`src/rtl/stdp_sweep_sched.sv`:
```
// stdp_sweep_sched
// Timestep scheduler in front of the sequential STDP weight-update core.
// Incoming per-timestep pre/post spike vectors are buffered in a small FIFO.
// For each queued timestep the scheduler runs one sweep. A sweep drives
// stdp_enable for exactly F*N consecutive cycles, so the core's (f,n) walk
// starts and ends at pair (0,0). The scheduler then spends one drain cycle
// on the core's registered final write and pulses sweep_done.
//
// Ports
//   clk, rst_n        clock (rising edge) / async active-low reset
//   step_valid/ready  timestep handshake; ready = !full && !abort
//   step_pre/post     spike vectors of the offered timestep
//   learn_en          permits starting a new sweep
//   abort             flushes queued (not yet started) timesteps
//   stdp_enable       registered enable to the core
//   stdp_pre/post_bits registered vectors, held for the whole sweep
//   pair_cnt          pair index of the current cycle (valid with enable)
//   sweep_busy        high in SWEEP and DRAIN
//   sweep_done        one-cycle pulse in DRAIN (final write committed)
//   steps_done        completed sweeps, wraps modulo 2^32
//   q_count           queue occupancy
`timescale 1ns/1ps
module stdp_sweep_sched #(
    parameter int F     = 48,
    parameter int N     = 96,
    parameter int DEPTH = 2,
    localparam int PAIRS = F * N,
    localparam int CW    = (PAIRS > 1) ? $clog2(PAIRS) : 1,
    localparam int QW    = $clog2(DEPTH + 1)
) (
    input  logic          clk,
    input  logic          rst_n,
    input  logic          step_valid,
    output logic          step_ready,
    input  logic [F-1:0]  step_pre,
    input  logic [N-1:0]  step_post,
    input  logic          learn_en,
    input  logic          abort,
    output logic          stdp_enable,
    output logic [F-1:0]  stdp_pre_bits,
    output logic [N-1:0]  stdp_post_bits,
    output logic [CW-1:0] pair_cnt,
    output logic          sweep_busy,
    output logic          sweep_done,
    output logic [31:0]   steps_done,
    output logic [QW-1:0] q_count
);

    localparam int AW = (DEPTH > 1) ? $clog2(DEPTH) : 1;

    localparam logic [1:0] IDLE  = 2'd0;
    localparam logic [1:0] SWEEP = 2'd1;
    localparam logic [1:0] DRAIN = 2'd2;

    typedef struct packed {
        logic [F-1:0] pre;
        logic [N-1:0] post;
    } step_t;

    step_t         mem [DEPTH];
    step_t         head;
    logic [AW-1:0] wr_ptr, rd_ptr;
    logic [1:0]    state;
    logic          full, push, pop, last_pair;

    function automatic logic [AW-1:0] ptr_inc(input logic [AW-1:0] p);
        return (p == AW'(DEPTH - 1)) ? '0 : p + 1'b1;
    endfunction

    assign full       = (q_count == QW'(DEPTH));
    assign step_ready = !full && !abort;
    assign push       = step_valid && step_ready;
    // A new sweep may start from IDLE or straight out of DRAIN, which gives
    // exactly one enable-low cycle between back-to-back sweeps. Only stored
    // entries are popped, so there is no bypass from step_* to the core.
    assign pop        = ((state == IDLE) || (state == DRAIN)) && (q_count != '0)
                        && learn_en && !abort;
    assign last_pair  = (pair_cnt == CW'(PAIRS - 1));
    assign sweep_busy = (state != IDLE);
    assign head       = mem[rd_ptr];

    // Queue storage: data needs no reset, occupancy/pointers do.
    always_ff @(posedge clk) begin
        if (push) mem[wr_ptr] <= '{pre: step_pre, post: step_post};
    end

    always_ff @(posedge clk or negedge rst_n) begin
        if (!rst_n) begin
            wr_ptr  <= '0;
            rd_ptr  <= '0;
            q_count <= '0;
        end else if (abort) begin
            // push is already blocked by step_ready and pop by the pop term
            wr_ptr  <= '0;
            rd_ptr  <= '0;
            q_count <= '0;
        end else begin
            if (push) wr_ptr <= ptr_inc(wr_ptr);
            if (pop)  rd_ptr <= ptr_inc(rd_ptr);
            case ({push, pop})
                2'b10:   q_count <= q_count + 1'b1;
                2'b01:   q_count <= q_count - 1'b1;
                default: ;
            endcase
        end
    end

    // Sweep FSM. Once started, a sweep ignores learn_en/abort until its
    // last pair so the core's index walk always lands back on (0,0).
    always_ff @(posedge clk or negedge rst_n) begin
        if (!rst_n) begin
            state          <= IDLE;
            stdp_enable    <= 1'b0;
            stdp_pre_bits  <= '0;
            stdp_post_bits <= '0;
            pair_cnt       <= '0;
            sweep_done     <= 1'b0;
            steps_done     <= '0;
        end else begin
            sweep_done <= 1'b0;
            case (state)
                IDLE, DRAIN: begin
                    if (pop) begin
                        stdp_pre_bits  <= head.pre;
                        stdp_post_bits <= head.post;
                        stdp_enable    <= 1'b1;
                        pair_cnt       <= '0;
                        state          <= SWEEP;
                    end else begin
                        state <= IDLE;
                    end
                end
                SWEEP: begin
                    if (last_pair) begin
                        stdp_enable <= 1'b0;
                        pair_cnt    <= '0;
                        sweep_done  <= 1'b1;
                        steps_done  <= steps_done + 32'd1;
                        state       <= DRAIN;
                    end else begin
                        pair_cnt <= pair_cnt + 1'b1;
                    end
                end
                default: state <= IDLE;
            endcase
        end
    end

endmodule
```
`config.mk`:
```
export PLATFORM = sky130hd
export DESIGN_NAME = stdp_sweep_sched
export DESIGN_NICKNAME = d
export VERILOG_FILES = /design/src/rtl/stdp_sweep_sched.sv
export SDC_FILE = /design/constraint.sdc
export NUM_CORES = 1
export LEC_CHECK = 0
export CAP_MARGIN = 40
export CORE_MARGIN = 4
export CORE_UTILIZATION = 52
export DETAILED_ROUTE_END_ITERATION = 6
export PLACE_DENSITY = 0.77
export SLEW_MARGIN = 10
export SYNTH_ARGS = -nofsm -noshare
export SYNTH_HDL_FRONTEND = slang
export SYNTH_SLANG_ARGS = --single-unit
```
`constraint.sdc`:
```
create_clock -name clk -period 10 [get_ports clk]
set_clock_uncertainty 0.2 [all_clocks]
set_input_delay 3 -clock clk [delete_from_list [all_inputs] [get_ports clk]]
set_output_delay 3 -clock clk [all_outputs]
set_load 0.005 [all_outputs]
```
# After elaboration in Yosys (flattened, before gate mapping)
# Memory sizes are Yosys's and may differ from the RTL's. A register that Yosys moved wholly into a read port is not among the register bits.
# Index checks and enable logic that the tools add are counted.
word_totals:
  ramBits: 288
  elab_cells: 65
  out_inout_bits: 195
  in_bits: 149
  mem_count: 1
  reg_bits: 53
memory_table:
  columns: ["name", "words", "width", "read_ports", "rd_clocked_by_memory_dff", "write_ports", "line", "rtl"]
  rows:
  - ["mem", 2, 144, 1, 1, 1, "60", "step_t mem [DEPTH];"]
op_classes:
  add_sub_neg: 6
  eq_ne: 8
  n_mux: 21
  reduce_logical: 21
ops:
  columns: ["operator", "count"]
  rows:
  - ["$add 32x1->32 const B", 1]
  - ["$mux 13", 2]
  - ["$pmux 13 s2", 1]
  - ["$add 13x1->13 const B", 1]
  - ["$eq 13x13->1 const B", 1]
  - ["$mux 1", 13]
  - ["$reduce_bool 2->1", 5]
  - ["$pmux 2 s2", 2]
  - ["$eq 2x2->1 const B", 3]
  - ["$reduce_and 2->1", 3]
  - ["$logic_and 1x1->1", 5]
  - ["$eq 2x1->1 const B", 2]
  - ["$mux 2", 2]
  - ["$ne 2x2->1 const B", 2]
  - ["$logic_not 1->1", 3]
  - ["$reduce_and 3->1", 1]
  - ["$reduce_bool 3->1", 1]
  - ["$add 1x1->1 const B", 2]
  - ["$add 2x1->2 const B", 1]
  - ["$logic_not 2->1", 1]
  - ["$pmux 1 s2", 1]
  - ["$reduce_or 2->1", 1]
  - ["$sub 2x1->2 const B", 1]
  - ["$logic_or 1x1->1", 1]

# Depth between registers and ports, before layout
# Gate-level depths: netlist (run 1).
depth:
  depth_word: 8
  ltp_mapped: 7
  depth_no_buf: 5

# Worst setup path before layout (run 1)
# OpenSTA, ideal clock, no wires.
synth_timing:
  kind: "in2reg"
  from: "input port abort"
  to: "memory mem[0][0] (netlist bit) (enable)"
  path_buffers: 0
  required_ns: 9.150
  setup_time_ns: 0.650
  stages: 3
  arrival_time_ns: 9.249
  slack_ns: -0.099
  cell_sequence: "nor2_1 nand2_1 nor2_1"
synth_via:
  elab_chain_len: 5
synth_rtl:
  columns: ["item", "line", "rtl"]
  rows:
  - ["start, declared", "38", "input logic abort,"]
  - ["$logic_not 1->1", "71", "assign step_ready = !full && !abort;"]
  - ["$logic_and 1x1->1", "71", null]
  - ["$logic_and 1x1->1", "72", "assign push = step_valid && step_ready;"]
  - ["$mux 1", "84", "if (push) mem[wr_ptr] <= '{pre: step_pre, post: step_post};"]
  - ["$mux 1 (not written as such)", "84", null]
  - ["end, declared", "60", null]
# Every way passes these cells.

# Worst setup path in the final report (run 1)
layout_timing:
  from: "input port abort"
  to: "output port step_ready"
layout_via:
  elab_chain_len: 2
layout_rtl:
  columns: ["item", "line", "rtl"]
  rows:
  - ["$logic_not 1->1", "71", null]
  - ["$logic_and 1x1->1", "71", null]
  - ["end, declared", "34", "output logic step_ready,"]
# Every way passes these cells.

==> results_dict.tcl, run 1 <==
set metrics [dict create \
    status "completed" \
    postCtsSetupBuffers 0 \
    period_share_pct 75.3 \
    final_cells 2028 \
    synth.distinct_cells 37 \
    drc 0 \
    worstPathArrival_ps 4330 \
    cts_made_buffers 49 \
    synthAdderAreaFrac_pct 0.141 \
    drt-initial-drc-count 587 \
    nets 1687 \
    powerDensity_mw_per_mm2 248 \
    netlist_instances 1181 \
    synth_top_family_by_area "multiplexers" \
    antenna_found_initial 5 \
    power.leakage_nw 8.58 \
    worstSkewPairLatency_ps 560 \
    setup_violations 0 \
    coreArea_mm2 0.0336 \
    holdCritPathClass "reg -> reg" \
    synth_top_area_cell "edfxtp_1" \
    ys_warn_count 0 \
    synth_area_mm2 0.0178 \
    gr-usage-all-layers_pct 21.4 \
    hold-worst-slack_ps 262 \
    vias 10925 \
    die_w_um 193 \
    worst_pin_slew_ps 927 \
    muxShareOfSynthArea_pct 8.34 \
    cts_resized 0 \
    finalSetupTns_ps 0 \
    area_delta_synth_final_pct 31.7 \
    routed_via_density 5.39 \
    crit_fanout 7 \
    rsz0062_at_grt "no" \
    layout-drive-gt1-share_pct 6.41 \
    vdd_ir_drop_max_v 0.000171 \
    place.gp.congestion 0.847 \
    synth_xor_area_share_pct 1.57 \
    yosysTopAreaCellShare_pct 48.6 \
    port-buffer-count 343 \
    syn_nets 1332 \
    rows 67 \
    relSlewSlack_pct 38.2 \
    dp_hpwl_um 26000 \
    drt_wl_total_um 40300 \
    final-max-slew-violation-count 0 \
    ios 344 \
    dpl.cell_count 1933 \
    synth-simple-area-share_pct 7.05 \
    cts_tree "built" \
    async_flop_share_pct 40.6 \
    start_util_pct 53.0 \
    ctsRootBufferMaster "clkbuf_16" \
    worstSetupStartpointType "input pin" \
    clk_pin_slew_worst_paths_ps 60 \
    routedWlPerCell_um 19.9 \
    end_kind "primary output" \
    synth_edf_count 288 \
    htree_levels 2 \
    cp.required_ps 6800 \
    yosys_most_used_dff "edfxtp_1" \
    synthTopCellsByArea "edfxtp_1, dfrtp_1, mux2i_1" \
    critPathKind "in -> out" \
    synth-compound-area-share_pct 5.24 \
    grt_pass1_vias 11242 \
    die_area_mm2 0.0373 \
    syn_avg_cell_area_um2 15.1 \
    clock.fmax_mhz 133 \
    drtAntennaViolNets 0 \
    fin_total_pwr_mw 5.81 \
    die_h_um 193 \
    cts-hold-fix-buffers 0 \
    grt_max_degree 186 \
    cts.sink_count 485 \
    grt-ovfl-total 0 \
    fin_crit_ps 7530 \
    drt-pass1-iter-count 5 \
    final-hold-violation-count 0 \
    cap_violations 0 \
    yosys_register_bits 485 \
    max-clock-path-buffers 3 \
    yosysSeqAreaShare_pct 76.3 \
    grt_pass1_wl_um 61900 \
]
final cells by class:
class	count	area, um^2
well taps	448	561
inverters	7	26.3
repair buffers	362	3710
clock inverters	20	180
diodes	4	10.0
multi-input cells	631	3990
clock buffers	71	1380
flip-flops and latches	485	13600
fillers	2216	10200
synth_stat cells, types with 8 or more instances:
cell	count
a21oi_1	151
a31oi_1	12
and3_1	10
and4_1	8
buf_1	14
clkbuf_1	41
dfrtp_1	197
edfxtp_1	288
mux2i_1	146
nand2_1	21
nand3_1	15
nand4_1	13
nor2_1	155
nor3_1	15
nor4_1	12
o21ai_0	12
xor2_1	27
cell families (layout without fill, tap and decap cells):
kind of cell / Yosys count / count (layout)
other cells: 0 / 4
xor+xnor: 32 / 32
compound gates: 180 / 180
simple gates: 269 / 269
flops: 485 / 485
buf+inv: 65 / 460
fa+ha+maj: 2 / 2
mux: 148 / 148
critical path, cell delays in order:
cell	delay, ps
clkdlybuf4s50_1	540
nor2_1	250
clkdlybuf4s50_1	540
where the power goes:
part / switching (mW) / leakage [nW] / internal [mW] / total, mW
combinational: 0.541 / 2.81 / 0.785 / 1.33
sequential: 0.227 / 5.00 / 2.50 / 2.73
clock: 0.718 / 0.771 / 1.03 / 1.75
placed cells by master (no fill, tap or decap), drive strengths merged, types with 2 or more instances in the layout:
master	count
dfrtp	197
a31oi	12
or2	3
clkbuf	72
nand2	21
diode	4
nand3b	2
edfxtp	288
mux2i	146
xnor2	5
ha	2
nand3	15
nor2b	3
clkinv	17
and2	5
inv	7
nor4	12
o21ai	12
clkdlybuf4s50	342
a21oi	151
xor2	27
bufinv	3
nor3	15
buf	19
nand2b	3
and3	10
nand4	14
mux2	2
nor2	155
and4	8
routing by layer:
metal | GRT usage (%) | share of wire, % | up-vias
li1 | - | - | 5047
met1 | 26.0 | 38 | 5424
met2 | 36.4 | 50 | 365
met3 | 6.34 | 7.8 | 87
met4 | 8.03 | 3.7 | 2
met5 | 0 | 0.032 | -
path summary, 6_finish.rpt:
path / startpoint / end / slack, ps / cells after the start
worst max-delay path: abort / step_ready / 2470 / 3
worst min-delay path: steps_done[31] / steps_done[31] / 260 / 1
worst max register to register: state[0] / stdp_post_bits[32] / 6950 / 7
worst min register to register: steps_done[31] / steps_done[31] / 260 / 1
max in group asynchronous: rst_n / stdp_pre_bits[10] / 6030 / 2
min in group asynchronous: rst_n / stdp_post_bits[92] / 2300 / 1
sequential cells by signal, summed over array words and instances (netlist names), 2 cells and up:
register,flops
mem,288
pair_cnt,13
q_count,2
state,2
stdp_post_bits,96
stdp_pre_bits,48
steps_done,32
stage by stage:
step	cell area [um^2]	setup WS, ps	utilization (%)
floorplan	17800	2350	-
global placement	21700	2530	64.5
detailed placement	21900	2480	65.1
CTS	23400	2480	69.7
global route	23400	2410	69.7
finish	23400	2470	69.7
Note: power is estimated with default switching activity, not from simulation.
==> inputs of run 2 (changes only) <==
Settings changed: CORE_UTILIZATION 52 to 47, PLACE_DENSITY 0.77 to 0.73.
Clock period 10 ns to 6.6 ns, I/O delays scaled along.
==> run 2 against run 1 <==
Compared with the run above:
- cell area rose by 0.38%
- core utilization fell by 7.0 points
- sequential share of layout area fell by 0.22 points
- power rose by 52%
- worst hold slack improved by 1.5 ps
- critical path depth did not move
- largest power group unchanged
- combinational power rose by 50%
==> results_dict.tcl, run 2 (synthesis gave the netlist of run 1 again) <==
set metrics [dict create \
    cap_violations 0 \
    reg2reg_depth 5 \
    max_stage_delay_ps 550 \
    dp_hpwl_um 25900 \
    fin_total_pwr_mw 8.81 \
    cts_resized 0 \
    ctsRootBufferMaster "clkbuf_16" \
    clock.fmax_mhz 182 \
    gr-usage-all-layers_pct 19.3 \
    pre_cts_ws_ps 1110 \
    path_cells "clkdlybuf4s50_1 > nor2_1 > clkdlybuf4s50_1" \
    critPathKind "in -> out" \
    nets 1685 \
    final_cell_mix "clkdlybuf4s50_1, edfxtp_1, dfrtp_1, nor2_1, a21oi_1" \
    status "completed" \
    die_area_mm2 0.0411 \
    max-clock-path-buffers 3 \
    final-hold-violation-count 0 \
    end_kind "primary output" \
    cpMaxStageDelayCell "clkdlybuf4s50_1" \
    cp-startpoint "abort" \
    finalSetupTns_ps 0 \
    worstSetupStartpointType "input pin" \
    final_cells 2087 \
    final_util_pct 62.8 \
    grt_busiest_layer "met2" \
    holdCritPathClass "reg -> reg" \
    die_w_um 203 \
    start_util_pct 47.5 \
    vdd_ir_drop_max_v 0.000264 \
    drt-initial-drc-count 560 \
    cp.required_ps 4420 \
    vias 10921 \
    rsz0062_at_grt "no" \
    grt_pass1_wl_um 62700 \
    coreArea_mm2 0.0375 \
    crit_fanout 7 \
    met2_usage_pct 31.6 \
    cts-hold-fix-buffers 0 \
    worstSetupEndpoint "step_ready" \
    use_met3_pct 6.05 \
    powerDensity_mw_per_mm2 375 \
    timing.final.ws_setup_ps 1110 \
    htree_levels 2 \
    relSlewSlack_pct 45.2 \
    antenna_found_initial 4 \
    layout-drive-gt1-share_pct 6.42 \
    fin_crit_ps 5490 \
    port-buffer-count 343 \
    worstPathArrival_ps 3310 \
    largest_reg_flops 288 \
    grt_pass1_vias 11153 \
    worst_pin_slew_ps 821 \
    multi_input_area_mm2 0.00399 \
    grt_max_degree 141 \
    routedWlPerCell_um 19.2 \
    drc 0 \
    die_h_um 203 \
    ios 344 \
    routed_via_density 5.23 \
    r2r-end "steps_done[28]" \
    final-max-slew-violation-count 0 \
    clk_pin_slew_worst_paths_ps 60 \
    drt_wl_total_um 40000 \
    period_share_pct 83.2 \
    area_delta_synth_final_pct 32.2 \
    cts.sink_count 485 \
    area.sequential_mm2 0.0136 \
    rows 71 \
    grt-ovfl-total 0 \
    path_common_cell "clkdlybuf4s50_1" \
    fillers 2789 \
    postCtsSetupBuffers 0 \
    cts_made_buffers 48 \
    regMostFlops "mem" \
    cts_tree "built" \
    worstSkewPairLatency_ps 570 \
    place.gp.congestion 0.819 \
    setup_violations 0 \
    dpl.cell_count 1995 \
    drtAntennaViolNets 0 \
    r2r_start "pair_cnt[0]" \
    power.leakage_nw 8.57 \
    regToRegSetupSlack_ps 3930 \
    reg_top3 "mem x288, stdp_post_bits x96, stdp_pre_bits x48" \
    met1_usage_pct 24.7 \
    drt-pass1-iter-count 5 \
    final_common_cell "clkdlybuf4s50_1" \
]
==> run 2: changes by cell type in the layout (fill, tap and decap cells not counted), sizes merged <==
cell      delta
buf          -1
bufinv       +1
clkbuf       -4
clkinv       -3
clkinvlp     +3
diode        -1
inv          +1
==> run 2: cell type report <==
class	instances	share of cell area (%)
antenna	3	0.0319
timing repair buffer	361	15.9
multi-input combinational	631	17.0
clock buffer	67	5.62
tap	511	2.72
sequential	485	57.7
clock inverter	22	0.968
inverter	7	0.112
==> run 2: power breakdown <==
part	total, mW	switching, mW	internal, mW
combinational	2.00	0.812	1.19
clock	2.68	1.12	1.56
sequential	4.13	0.341	3.79
==> run 2: how the worst min path moves through the flow <==
stage | start | cells past startpoint | slack (ps) | endpoint
after floorplan | steps_done[31] | 1 | 260 | steps_done[31]
after global placement | steps_done[31] | 1 | 260 | steps_done[31]
after detailed placement | steps_done[31] | 1 | 260 | steps_done[31]
after CTS | steps_done[31] | 1 | 270 | steps_done[31]
after global routing | steps_done[31] | 1 | 310 | steps_done[31]
final | steps_done[31] | 1 | 260 | steps_done[31]
==> run 2: worst max-delay path, delay by kind of cell <==
family | cells | cell delay [ps]
buf+inv | 2 | 1090
simple gates | 1 | 250
==> run 2: through the flow <==
step                area [um^2]  hold WS, ps
global route              23500          314
detailed placement        22000          259
global placement          21900          258
finish                    23500          264
floorplan                 17800          265
CTS                       23500          270
==> run 2: metal layers <==
metal,vias up,wire length [um]
met5,-,35
met4,6,1110
met3,68,3310
met2,376,19700
met1,5425,15900
li1,5046,-
